## config.mk

```make
export PLATFORM = sky130hd
export DESIGN_NAME = prefetch_queue
export DESIGN_NICKNAME = d
export VERILOG_FILES = /design/src/rtl/prefetch_queue.sv
export SDC_FILE = /design/constraint.sdc
export NUM_CORES = 1
export LEC_CHECK = 0
export BUFFER_PORTS_ARGS = -buffer_cell sky130_fd_sc_hd__buf_2
export CORE_ASPECT_RATIO = 1.75
export CORE_MARGIN = 5
export CORE_UTILIZATION = 56
export DETAILED_ROUTE_END_ITERATION = 6
export PLACE_DENSITY = 0.87
export SYNTH_ARGS = -nofsm -noshare
export SYNTH_HDL_FRONTEND = slang
export SYNTH_SLANG_ARGS = --single-unit
```

## constraint.sdc

```tcl
create_clock -name clk -period 3.57 [get_ports clk]
set_input_delay 0.1785 -clock clk [delete_from_list [all_inputs] [get_ports clk]]
set_output_delay 0.1785 -clock clk [all_outputs]
set_load 0.02 [all_outputs]
```

## src/rtl/prefetch_queue.sv

```systemverilog
// Instruction prefetcher: fetches aligned BUS_BYTES-wide words from CS:IP and queues the bytes, each tagged with its IP.
// Optional `halt` input (blocks new fetches) is compiled in when PREFETCH_HALT_EN is defined.
module prefetch_queue #(
  parameter int BUS_BYTES = 2,
  parameter int DEPTH     = 8
) (
  input  logic                     clk,
  input  logic                     reset,
  input  logic [15:0]              cs,
  input  logic [15:0]              new_ip,
  input  logic                     load_new_ip,
  input  logic                     rd_en,
  output logic                     rd_valid,
  output logic [7:0]               rd_data,
  output logic [15:0]              rd_ip,
  output logic [$clog2(DEPTH):0]   level,
  output logic                     mem_access,
  input  logic                     mem_ack,
  output logic [19:0]              mem_address,
  input  logic [8*BUS_BYTES-1:0]   mem_data
`ifdef PREFETCH_HALT_EN
  ,
  input  logic                     halt
`endif
);

  localparam int OFF_W = $clog2(BUS_BYTES);
  localparam int PTR_W = $clog2(DEPTH);
  localparam int LVL_W = PTR_W + 1;

  localparam logic [1:0] IDLE  = 2'd0;
  localparam logic [1:0] FETCH = 2'd1;
  localparam logic [1:0] ABORT = 2'd2;

  logic [1:0]       state;
  logic [1:0]       state_nxt;
  logic [15:0]      fetch_ip;
  logic [15:0]      head_ip;
  logic [PTR_W-1:0] wr_ptr;
  logic [PTR_W-1:0] rd_ptr;
  logic [7:0]       ram [DEPTH];

  logic             halt_i;
  logic             can_issue;
  logic             wr_fire;
  logic             pop;
  logic [OFF_W-1:0] off;
  logic [LVL_W-1:0] n_bytes;
  logic [LVL_W-1:0] space;

`ifdef PREFETCH_HALT_EN
  assign halt_i = halt;
`else
  assign halt_i = 1'b0;
`endif

  // Read handshake: a byte transfers on every cycle where rd_valid && rd_en, unless
  // load_new_ip is high in that cycle (the flush wins). rd_en while empty is ignored.
  assign rd_valid = (level != '0);
  assign rd_data  = ram[rd_ptr];
  assign rd_ip    = head_ip;
  assign pop      = rd_en && rd_valid && !load_new_ip;

  assign mem_access  = (state != IDLE);
  assign mem_address = {cs, 4'b0000} + {4'b0000, fetch_ip[15:OFF_W], {OFF_W{1'b0}}};

  // A word fetched from an odd offset only contributes its upper lanes.
  assign off       = fetch_ip[OFF_W-1:0];
  assign n_bytes   = LVL_W'(BUS_BYTES) - LVL_W'(off);
  assign space     = LVL_W'(DEPTH) - level;
  assign can_issue = (space >= LVL_W'(BUS_BYTES)) && !load_new_ip && !halt_i;
  assign wr_fire   = (state == FETCH) && mem_ack && !load_new_ip;

  always_comb begin
    state_nxt = state;
    case (state)
      IDLE:    if (can_issue) state_nxt = FETCH;
      FETCH: begin
        if (mem_ack)          state_nxt = IDLE;
        else if (load_new_ip) state_nxt = ABORT;
      end
      // The bus cannot withdraw a request, so a redirected fetch waits for its ack.
      ABORT:   if (mem_ack) state_nxt = IDLE;
      default: state_nxt = IDLE;
    endcase
  end

  always_ff @(posedge clk) begin
    if (reset) begin
      state    <= IDLE;
      fetch_ip <= 16'h0000;
      head_ip  <= 16'h0000;
      wr_ptr   <= '0;
      rd_ptr   <= '0;
      level    <= '0;
    end else begin
      state <= state_nxt;
      if (load_new_ip) begin
        fetch_ip <= new_ip;
        head_ip  <= new_ip;
        wr_ptr   <= '0;
        rd_ptr   <= '0;
        level    <= '0;
      end else begin
        if (wr_fire) begin
          fetch_ip <= fetch_ip + 16'(n_bytes);
          wr_ptr   <= wr_ptr + PTR_W'(n_bytes);
        end
        if (pop) begin
          rd_ptr  <= rd_ptr + PTR_W'(1);
          head_ip <= head_ip + 16'd1;
        end
        level <= level + (wr_fire ? n_bytes : LVL_W'(0)) - LVL_W'(pop);
      end
    end
  end

  always_ff @(posedge clk) begin
    if (wr_fire && !reset) begin
      for (int k = 0; k < BUS_BYTES; k++) begin
        if (k >= int'(off)) ram[wr_ptr + PTR_W'(k - int'(off))] <= mem_data[8*k +: 8];
      end
    end
  end

endmodule

```

==> flow_metrics.tcl, run 1 <==
set metrics [dict create \
    outcome "complete, no violations" \
    finalPower_w 0.002981 \
    drtIter0Drc 216 \
    antenna_found_initial 0 \
    cts_buffers 9 \
    ctsHoldBuffers 0 \
    synth.top_cell.area_share 0.2998 \
    min_period_ns 2.811 \
    grt.total_usage 0.2286 \
    cts_resized 0 \
    hold_depth 2 \
    fin_tns_setup_ns 0 \
    syn_nets 644 \
    synth-simple-area-share 0.1062 \
    setup_viol 0 \
    tightest_slew_ns 0.8367 \
    clk_pin_slew_worst_paths_ns 0.08 \
    synth_common_cells "68 x mux2_2, 64 x edfxtp_1, 47 x dfxtp_1" \
    avgSynthCellArea_sq_um 11.47 \
    viasPerCell 6.015 \
    crit_type "register to register" \
    io_buffers 101 \
    cpPeakStageDelay_ns 0.73 \
    utilization 0.6571 \
    clock_power_share 0.346 \
    synth_warnings 0 \
    clk_latency_ns 0.35 \
    synth_area_leader_cell "edfxtp_1" \
    routabilityCongestion 0.8827 \
    rrSetupSlack_ns 0.76 \
    worstHoldEndpoint "state[1]$_SDFFE_PP0P_" \
    rsz0062_at_grt "false" \
    fin_cells 794 \
    fin_crit_sh 0.7875 \
    area_growth_pct 14.46 \
    cp_slowest_cell "o22ai_1" \
    synth_fa_ha_area_frac 0.06714 \
    ant_nets 0 \
    num_antenna_cells 0 \
    internal-power_w 0.002159 \
    drv_slew 0 \
    min-delay-start "mem_ack" \
    cp_max_fo 8 \
    pwr-share-comb 0.176 \
    grt_max_degree 30 \
    reg2reg_to "ram[2][7]$_DFFE_PP_" \
    die_area_sq_um 13770 \
    dp_slack_ns 0.7750 \
    timing.fmax_ghz 0.3557 \
    endpoint_kind "register" \
    synth_area_leaders "edfxtp_1 30%, dfxtp_1 15%, mux2_2 12%" \
    drc 0 \
    rr_worst_depth 4 \
    maxCapViolCount 0 \
    hpwlAfterDp_mm 11.71 \
    power_frac_seq 0.478 \
    root_buffer "clkbuf_16" \
    syn_inst 559 \
    ys_seq_area_frac 0.4465 \
    rows 51 \
    synth_top_family_by_area "multiplexers" \
    crit_required_ns 3.55 \
    clock-sinks 111 \
    gr-total-overflow 0 \
    report.final.hold_viol_count 0 \
    cts_setup_buffers 0 \
    min_path_type "primary input to register" \
    worst_ep_arrival_time_ns 2.79 \
    crit_chain "inv_1 > ha_1 > or3_1 > o22ai_1" \
    synth-xor-area-share 0.06694 \
    start_util 0.5741 \
    crit_path_start_kind "register" \
    synthDistinctLibCells 57 \
    synthFlopType "edfxtp_1" \
    r2r_start "fetch_ip[0]$_SDFFE_PP0P_" \
    ir_worst_vdd_uv 379.8 \
    tritoncts "built" \
    pin_count 103 \
    cts.htree.levels 3 \
    fin_nets 742 \
    grt_pass1_wl_mm 24.74 \
    wirelength_mm 15.47 \
    drive_above_1_share 0.3338 \
    nFillCells 834 \
    cts_max_path_buffers 2 \
    synth_edf_count 64 \
    switchingPower_w 0.0008226 \
    num_vias 4776 \
    synth_compound_area_frac 0.09270 \
    fp.dieW_microns 90.88 \
    post_drt_wl_per_cell_microns 19.48 \
    ys_ff_latch 111 \
    die_h_microns 151.5 \
    leakagePower_nw 2.871 \
    relSlewSlack 0.4422 \
    syn-cell-area_sq_um 6411 \
    worst_slack_ns 0.7586 \
    grt_pass1_vias 5058 \
    dp.cells 778 \
    yosysMostFrequentCell "mux2_2" \
    power_density_nw_per_um2 406.3 \
    fp.coreArea_sq_um 11170 \
    swShare 0.2759 \
    first_pass_iters 5 \
    synth.mux.area_fraction 0.1874 \
    finalClockSkew_ns 0.007400 \
    synthArstFlopShare 0 \
]
[cell type report]
type / count / area, sq um / area share
sequential: 111 / 2863 / 0.3901
clock buffer: 9 / 225.2 / 0.03069
multi-input combinational: 400 / 3339 / 0.4551
tap: 132 / 165.2 / 0.02251
inverter: 25 / 93.84 / 0.01279
clock inverter: 7 / 78.83 / 0.01074
timing repair buffer: 110 / 573.1 / 0.07809
[worst max-delay path, delay by kind of cell (launching register included)]
| family | cells | cell delay [ns] |
|---|---|---|
| AOI/OAI and AO/OA | 1 | 0.73 |
| adders and majority gates | 1 | 0.40 |
| buffers and inverters | 1 | 0.21 |
| DFF | 1 | 0.51 |
| and+or+nand+nor | 1 | 0.58 |
[worst max path at each step]
stage | start | end | cells past startpoint
detailed placement | fetch_ip[0]$_SDFFE_PP0P_ | ram[2][1]$_DFFE_PP_ | 4
global route | fetch_ip[0]$_SDFFE_PP0P_ | ram[2][4]$_DFFE_PP_ | 4
finish | fetch_ip[0]$_SDFFE_PP0P_ | ram[2][7]$_DFFE_PP_ | 4
global placement | fetch_ip[0]$_SDFFE_PP0P_ | ram[2][7]$_DFFE_PP_ | 4
CTS | fetch_ip[0]$_SDFFE_PP0P_ | ram[2][4]$_DFFE_PP_ | 4
floorplan | fetch_ip[0]$_SDFFE_PP0P_ | ram[0][0]$_DFFE_PP_ | 4
[logic make-up after synthesis]
logic type | count (synthesis)
DFF | 111
AOI/OAI and AO/OA | 91
other | 1
buffers and inverters | 48
muxes | 91
adders and majority gates | 32
and+or+nand+nor | 136
xor gates and xnor gates | 49
[power groups by stage]
stage / sequential [W] / clock (W) / combinational (W)
floorplan: 0.00146 / 0 / 0.000340
global placement: 0.00145 / 0 / 0.000502
detailed placement: 0.00145 / 0 / 0.000522
CTS: 0.00142 / 0.00104 / 0.000525
global route: 0.00143 / 0.00110 / 0.000574
finish: 0.00143 / 0.00103 / 0.000524
[sequential cells by signal, indices dropped and copies added, names as in the netlist, named ones only]
register  flops
rd_ptr        3
level         4
fetch_ip     16
ram          64
state         2
rd_ip        16
wr_ptr        3
[routing by layer]
layer,track usage,share of wire,vias up
met3,0.04644,0.055,39
met1,0.2428,0.36,2316
met5,0,0,-
met2,0.4349,0.55,188
li1,-,-,2233
met4,0.09545,0.033,0
[cells in the final DEF (no fill, tap or decap), types with 9 or more instances in the layout]
cell type,n
xnor2_1,31
edfxtp_1,64
nor2_1,39
buf_2,101
inv_1,25
a21oi_1,31
xor2_1,18
o21ai_0,12
clkbuf_16,9
nand3_1,16
mux4_2,16
mux2_2,68
ha_1,28
nand2_1,35
dfxtp_1,47
buf_4,9
a21boi_0,10
[metrics by stage]
stage / hold WS (ns) / cell area (sq um)
after floorplan: 0.2553 / 6411
after global placement: 0.3926 / 7034
after detailed placement: 0.3953 / 7034
after CTS: 0.01824 / 7338
after global routing: 0.02243 / 7338
final: 0.03138 / 7338
No activity file was read; power rests on OpenSTA's default activity.
==> run 2, diff against run 1 <==
--- a/config.mk
+++ b/config.mk
@@ -8,9 +8,9 @@
 export BUFFER_PORTS_ARGS = -buffer_cell sky130_fd_sc_hd__buf_2
 export CORE_ASPECT_RATIO = 1.75
 export CORE_MARGIN = 5
-export CORE_UTILIZATION = 56
+export CORE_UTILIZATION = 52
 export DETAILED_ROUTE_END_ITERATION = 6
-export PLACE_DENSITY = 0.87
+export PLACE_DENSITY = 0.85
 export SYNTH_ARGS = -nofsm -noshare
 export SYNTH_HDL_FRONTEND = slang
 export SYNTH_SLANG_ARGS = --single-unit
==> constraint.sdc (replaced) <==
create_clock -name clk -period 2.4 [get_ports clk]
set_input_delay 0.12 -clock clk [delete_from_list [all_inputs] [get_ports clk]]
set_output_delay 0.12 -clock clk [all_outputs]
set_load 0.02 [all_outputs]
==> flow_metrics.tcl, run 2 (same netlist as run 1, synthesis figures left out) <==
set metrics [dict create \
    regMostFlops "ram" \
    dp.cells 826 \
    crit_type "register to output port" \
    routabilityCongestion 0.9015 \
    layout_commonest_cell "buf_2" \
    hold_depth 2 \
    drtIter0Drc 198 \
    num_antenna_cells 0 \
    placed_cell_area_sq_um 7188 \
    tightest_slew_ns 0.5068 \
    io_buffers 101 \
    area_growth_pct 21.16 \
    worst_ep_arrival_time_ns 2.27 \
    die_h_microns 156.9 \
    viasPerCell 5.713 \
    power_density_nw_per_um2 577.9 \
    clk_pin_slew_worst_paths_ns 0.08 \
    r2r_start "fetch_ip[0]$_SDFFE_PP0P_" \
    root_buffer "clkbuf_16" \
    fin_cells 853 \
    grt_max_degree 30 \
    die_area_sq_um 14740 \
    dp_slack_ns 0.05107 \
    cp_slowest_cell "fa_2" \
    fin_nets 768 \
    largest_reg_flops 64 \
    clk_latency_ns 0.35 \
    cts_max_path_buffers 2 \
    fp.coreArea_sq_um 12070 \
    final_cell_area_sq_um 7767 \
    drv_slew 0 \
    timing.fmax_ghz 0.4192 \
    grt_pass1_vias 5266 \
    worst_slack_ns 0.01476 \
    maxCapViolCount 0 \
    drive_above_1_share 0.4012 \
    pin_count 103 \
    relSlewSlack 0.6618 \
    first_pass_iters 4 \
    finalClockSkew_ns 0.01369 \
    whs_ns 0.04672 \
    cp_max_fo 3 \
    endpoint_kind "output port" \
    min-delay-start "reset" \
    leakagePower_nw 2.998 \
    rsz0062_at_grt "true" \
    drc 0 \
    cts.htree.levels 3 \
    gr-total-overflow 0 \
    utilization 0.6436 \
    post_drt_wl_per_cell_microns 18.92 \
    min_period_ns 2.385 \
    report.final.hold_viol_count 0 \
    crit_required_ns 2.28 \
    layout_common_cells "95 x buf_2, 68 x mux2_2, 64 x edfxtp_1" \
    setup_viol 0 \
    clock-sinks 111 \
    hpwlAfterDp_mm 11.95 \
    rrSetupSlack_ns 0.10 \
    cpPeakStageDelay_ns 0.38 \
    antenna_found_initial 0 \
    crit_chain "ha_1 > fa_2 > a21oi_4 > o211ai_1 > a21oi_2 > a21oi_2 > nand3_1 > xnor2_1 > buf_4" \
    start_util 0.5312 \
    grt_pass1_wl_mm 25.67 \
    cts_buffers 9 \
    cp-startpoint "fetch_ip[4]$_SDFFE_PP0P_" \
    rr_worst_depth 5 \
    path_common_cell "a21oi_2" \
    min_path_type "primary input to register" \
    fp.dieW_microns 93.94 \
    tritoncts "built" \
    num_vias 4873 \
    rows 53 \
    ir_worst_vdd_uv 394.3 \
    outcome "complete, no violations" \
    wirelength_mm 16.14 \
    ant_nets 0 \
    grt.total_usage 0.2246 \
    fin_crit_sh 0.9939 \
    crit_path_start_kind "register" \
]
-- run 2: changes by cell type in the layout (fill, tap and decap cells not counted), sizes merged --
cell         delta
inv             +2
bufinv          -1
clkinv          -1
buf            +25
dlygate4sd3     +1
-- run 2: final cells by class --
cell class,instances,area [sq um]
inverters,25,93.84
clock buffers,9,225.2
clock inverters,7,72.57
well taps,165,206.4
multi-input cells,400,3496
repair buffers,136,793.3
fillers,918,4302
flip-flops and latches,111,2880
-- run 2: stage by stage --
stage	power [W]	setup TNS (ns)
after floorplan	0.002684	-2.498
after global placement	0.002918	0
after detailed placement	0.002950	0
after CTS	0.004470	-0.006693
after global routing	0.004684	-0.2880
final	0.004489	0
-- run 2: repair_timing --
item,4_1_cts,5_1_grt
resized for setup,29,19
hold buffers,1,0
setup buffers,5,5
pin swaps,9,14
endpoints found under the hold margin,1,0
setup endpoints to repair,7,42
-- run 2: power by group --
| group | leakage, nW | internal [W] | switching, W |
|---|---|---|---|
| logic | 1.89 | 0.000397 | 0.000483 |
| registers | 0.966 | 0.00206 | 0.0000615 |
| clock network | 0.144 | 0.000740 | 0.000747 |
-- run 2: per-layer routing --
metal  wire [microns]  share of wire  global-route usage  up-vias
li1                 -              -                   -     2297
met1             5577           0.35              0.2230     2377
met2             9358           0.58              0.4443      155
met3              635          0.039             0.03415       44
met4              563          0.035             0.09917        0
met5                0              0                   0        -
-- run 2: worst max-delay path: cells and delay by family (launching register included) --
family / cells / cell delay [ns]
AOI/OAI and AO/OA: 4 / 0.60
adders and majority gates: 2 / 0.59
and+or+nand+nor: 1 / 0.10
DFF: 1 / 0.35
xor gates and xnor gates: 1 / 0.11
buffers and inverters: 1 / 0.16
-- run 2: path summary, 6_finish.rpt --
| check | to |
|---|---|
| worst max-delay path | mem_address[18] |
| worst min-delay path | fetch_ip[0]$_SDFFE_PP0P_ |
| worst max register to register | ram[2][3]$_DFFE_PP_ |
| worst min register to register | state[0]$_SDFFE_PP0P_ |
